<file path="src/rtl/router_pkg.sv">
// Shared constants and types for the router packet FIFO: header length field
// position, default sizing and the read-side packet FSM state encoding.
package router_pkg;

  localparam int DEFAULT_DATA_W = 8;
  localparam int DEFAULT_DEPTH  = 16;

  localparam int HDR_LEN_MSB = 7;
  localparam int HDR_LEN_LSB = 2;
  localparam int HDR_LEN_W   = HDR_LEN_MSB - HDR_LEN_LSB + 1;

  // Holds payload length plus the trailing parity byte, so one bit wider.
  localparam int REMAIN_W = HDR_LEN_W + 1;

  typedef enum logic {
    RD_IDLE = 1'b0,
    RD_BODY = 1'b1
  } rd_state_e;

endpackage

</file>
<file path="src/rtl/router_pkt_len_tracker.sv">
// Read-side packet framing: follows header/payload/parity bytes as they leave
// the FIFO and pulses pkt_last alongside the final (parity) byte on data_out.
//
// state   | meaning
// --------+------------------------------------------------------------
// RD_IDLE | between packets; unflagged bytes pass through unframed
// RD_BODY | inside a packet; remain counts payload + parity still to go
module router_pkt_len_tracker
  import router_pkg::*;
(
  input  logic                 clock,
  input  logic                 resetn,
  input  logic                 soft_reset,
  input  logic                 rd_acc,
  input  logic                 rd_hdr,
  input  logic [HDR_LEN_W-1:0] rd_len,
  output logic                 pkt_last,
  output logic                 in_packet
);

  rd_state_e           state;
  rd_state_e           state_next;
  logic [REMAIN_W-1:0] remain;
  logic                last_read;

  assign last_read = rd_acc && !rd_hdr && (state == RD_BODY) && (remain == REMAIN_W'(1));

  always_ff @(posedge clock) begin
    if (!resetn || soft_reset) state <= RD_IDLE;
    else                       state <= state_next;
  end

  always_comb begin
    state_next = state;
    case (state)
      RD_IDLE: if (rd_acc && rd_hdr) state_next = RD_BODY;
      RD_BODY: begin
        // A new header mid-packet abandons the old one and stays in BODY.
        if (rd_acc && rd_hdr) state_next = RD_BODY;
        else if (last_read)   state_next = RD_IDLE;
      end
      default: state_next = RD_IDLE;
    endcase
  end

  always_comb begin
    in_packet = (state == RD_BODY);
  end

  always_ff @(posedge clock) begin
    if (!resetn || soft_reset) begin
      remain   <= '0;
      pkt_last <= 1'b0;
    end else begin
      pkt_last <= last_read;
      if (rd_acc && rd_hdr)
        remain <= REMAIN_W'(rd_len) + REMAIN_W'(1);
      else if (rd_acc && (state == RD_BODY))
        remain <= remain - REMAIN_W'(1);
    end
  end

endmodule

</file>
<file path="src/rtl/router_pkt_fifo.sv">
// Router output-port FIFO: stores bytes tagged with a header flag, registered
// read data, occupancy flags, and packet framing via the length tracker.
module router_pkt_fifo
  import router_pkg::*;
#(
  parameter int DATA_W   = DEFAULT_DATA_W,
  parameter int DEPTH    = DEFAULT_DEPTH,
  parameter int AF_LEVEL = DEPTH - 2
) (
  input  logic                       clock,
  input  logic                       resetn,
  input  logic                       soft_reset,
  input  logic                       write_enb,
  input  logic                       lfd_state,
  input  logic [DATA_W-1:0]          data_in,
  input  logic                       read_enb,
  output logic [DATA_W-1:0]          data_out,
  output logic                       full,
  output logic                       empty,
  output logic                       almost_full,
  output logic [$clog2(DEPTH):0]     count,
  output logic                       pkt_last,
  output logic                       in_packet
);

  localparam int AW = $clog2(DEPTH);
  localparam int CW = AW + 1;

  logic [DATA_W:0]   mem [DEPTH];
  logic [AW-1:0]     wr_ptr;
  logic [AW-1:0]     rd_ptr;
  logic [DATA_W:0]   rd_entry;
  logic              rd_acc;
  logic              wr_acc;
  logic              flush;

  assign flush    = !resetn || soft_reset;
  assign rd_acc   = read_enb && !empty;
  // A full FIFO still takes a write when a read frees a slot the same cycle.
  assign wr_acc   = write_enb && (!full || rd_acc);
  assign rd_entry = mem[rd_ptr];

  assign full        = (count == CW'(DEPTH));
  assign empty       = (count == '0);
  assign almost_full = (count >= CW'(AF_LEVEL));

  always_ff @(posedge clock) begin
    if (!flush && wr_acc) mem[wr_ptr] <= {lfd_state, data_in};
  end

  always_ff @(posedge clock) begin
    if (flush) begin
      wr_ptr   <= '0;
      rd_ptr   <= '0;
      count    <= '0;
      data_out <= '0;
    end else begin
      if (wr_acc) wr_ptr <= wr_ptr + AW'(1);
      if (rd_acc) begin
        rd_ptr   <= rd_ptr + AW'(1);
        data_out <= rd_entry[DATA_W-1:0];
      end
      case ({wr_acc, rd_acc})
        2'b10:   count <= count + CW'(1);
        2'b01:   count <= count - CW'(1);
        default: count <= count;
      endcase
    end
  end

  router_pkt_len_tracker u_len_tracker (
    .clock      (clock),
    .resetn     (resetn),
    .soft_reset (soft_reset),
    .rd_acc     (rd_acc),
    .rd_hdr     (rd_entry[DATA_W]),
    .rd_len     (rd_entry[HDR_LEN_MSB:HDR_LEN_LSB]),
    .pkt_last   (pkt_last),
    .in_packet  (in_packet)
  );

endmodule

</file>
<file path="config.mk">
export PLATFORM = sky130hd
export DESIGN_NAME = router_pkt_fifo
export DESIGN_NICKNAME = d
export VERILOG_FILES = /design/src/rtl/router_pkg.sv /design/src/rtl/router_pkt_len_tracker.sv /design/src/rtl/router_pkt_fifo.sv
export SDC_FILE = /design/constraint.sdc
export NUM_CORES = 1
export LEC_CHECK = 0
export BUFFER_PORTS_ARGS = -buffer_cell sky130_fd_sc_hd__buf_2
export CORE_MARGIN = 4
export CORE_UTILIZATION = 30
export DETAILED_ROUTE_END_ITERATION = 16
export PLACE_DENSITY = 0.45
export SYNTH_ARGS = -nofsm -noshare
export SYNTH_HDL_FRONTEND = slang
export SYNTH_HIERARCHICAL = 1
export SYNTH_SLANG_ARGS = --single-unit
</file>
<file path="constraint.sdc">
create_clock -name clock -period 7.1 [get_ports clock]
set_input_delay 0.71 -clock clock [delete_from_list [all_inputs] [get_ports clock]]
set_output_delay 0.71 -clock clock [all_outputs]
set_load 0.1 [all_outputs]
</file>
==> results.yml <==
setup_path:
  rr_startpoint: "count[0]"
  ff2ff_path_depth: 8
  cp_max_fo: 21
  r2r-end: "count[4]"
  crit_chain: "or4_1, o21ai_4, nor2_1, fa_1, a21o_1, a21oi_1, mux2i_1, nand3_1"
  critPathKind: "reg -> reg"
  reg2reg_slack_ps: 3920
  critPathSlowestCell: "or4_1"
  cp.arrival_ps: 3480
  slowest_delay_ps: 740
  cp.required_ps: 7400
  end_kind: "flip-flop"
  critPathLaunchType: "flip-flop"
pwr:
  power.density_nw_per_um2: 260
  vdd_drop_max_mv: 0.130
  p_leak_nw: 2.77
die:
  rows: 56
  die_area_um2: 26900
  initial_core_util_pct: 30.8
  die-width_um: 164
  io_pins: 32
  dieHeight_um: 164
  core_area_um2: 23700
layout:
  fin_util_pct: 35.5
  diodes: 0
  area_delta_synth_final_pct: 15.2
  drive_above_1_share_pct: 22.8
  final_nets: 509
synth:
  syn-instance-count: 445
  synth_warnings: 6
  syn-num-nets: 471
  synth_edf_count: 144
  ys.flop_type: "edfxtp_1"
  async_reset_ff_share_pct: 0
  synth_seq_cells: 178
  ys_types: 49
  synth-seq-area-share_pct: 68.6
  synth_area_um2: 7290
  avgSynthCellArea_um2: 16.4
global_route:
  grt_pass1_vias: 4038
  antenna_found_initial: 0
  overflow: 0
  grt_max_degree: 34
  grt_pass1_wl_um: 26100
  grt_use_total_pct: 13.4
routing:
  num_vias: 3956
  drt-wirelength-per-cell_um: 21.0
  firstDrtPassIters: 5
  routed_via_density: 4.86
  drt_iter0_markers: 307
  drt-total-wl_um: 17100
  ant_nets: 0
  drc: 0
min_path:
  min_path_type: "reg -> reg"
  min_from: "data_out[3]"
  whs_path_depth: 2
  hold_end: "data_out[3]"
cts:
  cts.sinks: 178
  clk_pin_slew_worst_paths_ps: 60
  clkLatencyLatePin_ps: 420
  ctsHoldBuffers: 0
  postCtsResizedCells: 0
  root_buffer: "clkbuf_16"
  h-tree-depth: 4
  cts_max_path_buffers: 2
  cts_tree: "yes"
  cts_buffers: 17
  cts_setup_buffers: 0
sta:
  setup_violations: 0
  hold_viol_final: 0
  period_share_pct: 44.8
  max-slew-margin-rel_pct: 24.5
  rsz0062_at_grt: "false"
  finalMaxSlewViolations: 0
  fmax_ghz: 0.314
  fin_crit_ps: 3180
  worst_pin_slew_ps: 1130
  fin_tns_setup_ps: 0
  finClkSkew_ps: 7.18
place:
  gp_congestion: 0.736
  portBuffers: 31
  hpwlAfterDp_um: 11000
status:
  status: "completed"
flow_run:
  cap_violations: 0
-- layout make-up --
cell class / count / area [um^2]
fill: 2310 / 15300
timing repair buffer: 42 / 238
sequential: 178 / 5010
clock buffer: 19 / 433
clock inverter: 12 / 156
inverter: 7 / 26.3
tap: 319 / 399
multi-input combinational: 237 / 2150
-- kinds of logic (layout without fill, tap and decap cells) --
| kind of cell | after synthesis | after routing | share of synthesized area (%) |
|---|---|---|---|
| DFF | 178 | 178 | 68.6 |
| adders and majority gates | 12 | 12 | 2.16 |
| muxes | 46 | 46 | 12.8 |
| buffers and inverters | 30 | 80 | 1.94 |
| xor gates and xnor gates | 13 | 13 | 1.56 |
| and+or+nand+nor | 104 | 104 | 6.62 |
| AOI/OAI and AO/OA | 62 | 62 | 6.28 |
-- through the flow --
stage | hold slack [ps] | cell area, um^2 | std cells | power (mW) | worst slack (ps)
2_1_floorplan | 468 | 7290 | 445 | 1.22 | 3630
3_3_place_gp | 444 | 7820 | 783 | 1.25 | 4000
3_5_place_dp | 453 | 7820 | 783 | 1.25 | 3910
4_1_cts | 461 | 8410 | 814 | 2.20 | 3890
5_1_grt | 467 | 8410 | 814 | 2.26 | 3610
6_report | 458 | 8410 | 814 | 2.18 | 3920
-- cell usage after synthesis, types with 3 or more instances --
cell / instances / share of area (%)
a22o_1: 4 / 0.48
inv_1: 6 / 0.31
nor2_1: 32 / 1.6
nand2b_1: 4 / 0.34
nor4_1: 6 / 0.51
mux4_2: 37 / 11
a211oi_1: 4 / 0.41
dfxtp_1: 34 / 9.3
xor2_1: 5 / 0.60
nor3_1: 5 / 0.34
clkbuf_1: 13 / 0.67
buf_6: 3 / 0.46
o21ai_0: 5 / 0.34
mux2i_1: 8 / 1.1
edfxtp_1: 144 / 59
a22oi_1: 12 / 1.2
nor2b_1: 3 / 0.26
nand2_1: 33 / 1.7
o21a_1: 3 / 0.31
a21oi_1: 13 / 0.89
and3_1: 3 / 0.26
xnor2_1: 8 / 0.96
buf_2: 5 / 0.34
a21o_1: 9 / 0.93
nand3_1: 7 / 0.48
or3_1: 4 / 0.34
ha_1: 11 / 1.9
-- registers in the layout, summed over array words and instances (netlist names), named ones only --
name and flops:
u_len_tracker/in_packet 1, u_len_tracker/pkt_last 1, rd_ptr 4, wr_ptr 4
mem 144, count 5, u_len_tracker/remain 7, data_out 8
-- how the worst max path moves through the flow --
stage	startpoint	endpoint	slack (ps)	cells after the start
6_report	count[0]	count[4]	3920	8
5_1_grt	count[0]	count[4]	3610	8
4_1_cts	count[0]	count[4]	3890	8
3_5_place_dp	count[0]	count[4]	3910	8
3_3_place_gp	flip-flop	u_len_tracker/remain[4]	4000	9
2_1_floorplan	count[0]	empty	3630	3
-- where the power goes --
| group | leakage, nW | switching, mW | internal, mW |
|---|---|---|---|
| registers | 1.57 | 0.00516 | 1.13 |
| logic | 0.909 | 0.0680 | 0.0234 |
| clock network | 0.290 | 0.400 | 0.556 |
-- cells in the final DEF (no fill, tap or decap), types with 3 or more instances in the layout --
master     count
edfxtp_1     144
mux4_2        37
nand2_1       33
dfxtp_1       33
nor2_1        32
buf_2         31
clkbuf_16     17
a21oi_1       13
a22oi_1       12
ha_1          11
buf_4         11
a21o_1         9
xnor2_1        8
mux2i_1        8
nand3_1        7
inv_1          6
nor4_1         6
o21ai_0        5
xor2_1         5
nor3_1         5
nand2b_1       4
or3_1          4
a22o_1         4
a211oi_1       4
nor2b_1        3
o21a_1         3
and3_1         3
bufinv_16      3
-- per-layer routing --
| metal | routed length [um] | track usage (%) |
|---|---|---|
| met4 | 92 | 2.29 |
| met5 | 0 | 0 |
| met3 | 780 | 3.39 |
| met2 | 8470 | 22.0 |
| met1 | 7750 | 18.3 |
-- critical path: cells and delay by family (launching register included) --
family          cells  cell delay (ps)
compound gates      3              980
flops               1              380
simple gates        3             1040
fa+ha+maj           1              440
mux                 1              210
(Power assumes the default switching activity.)
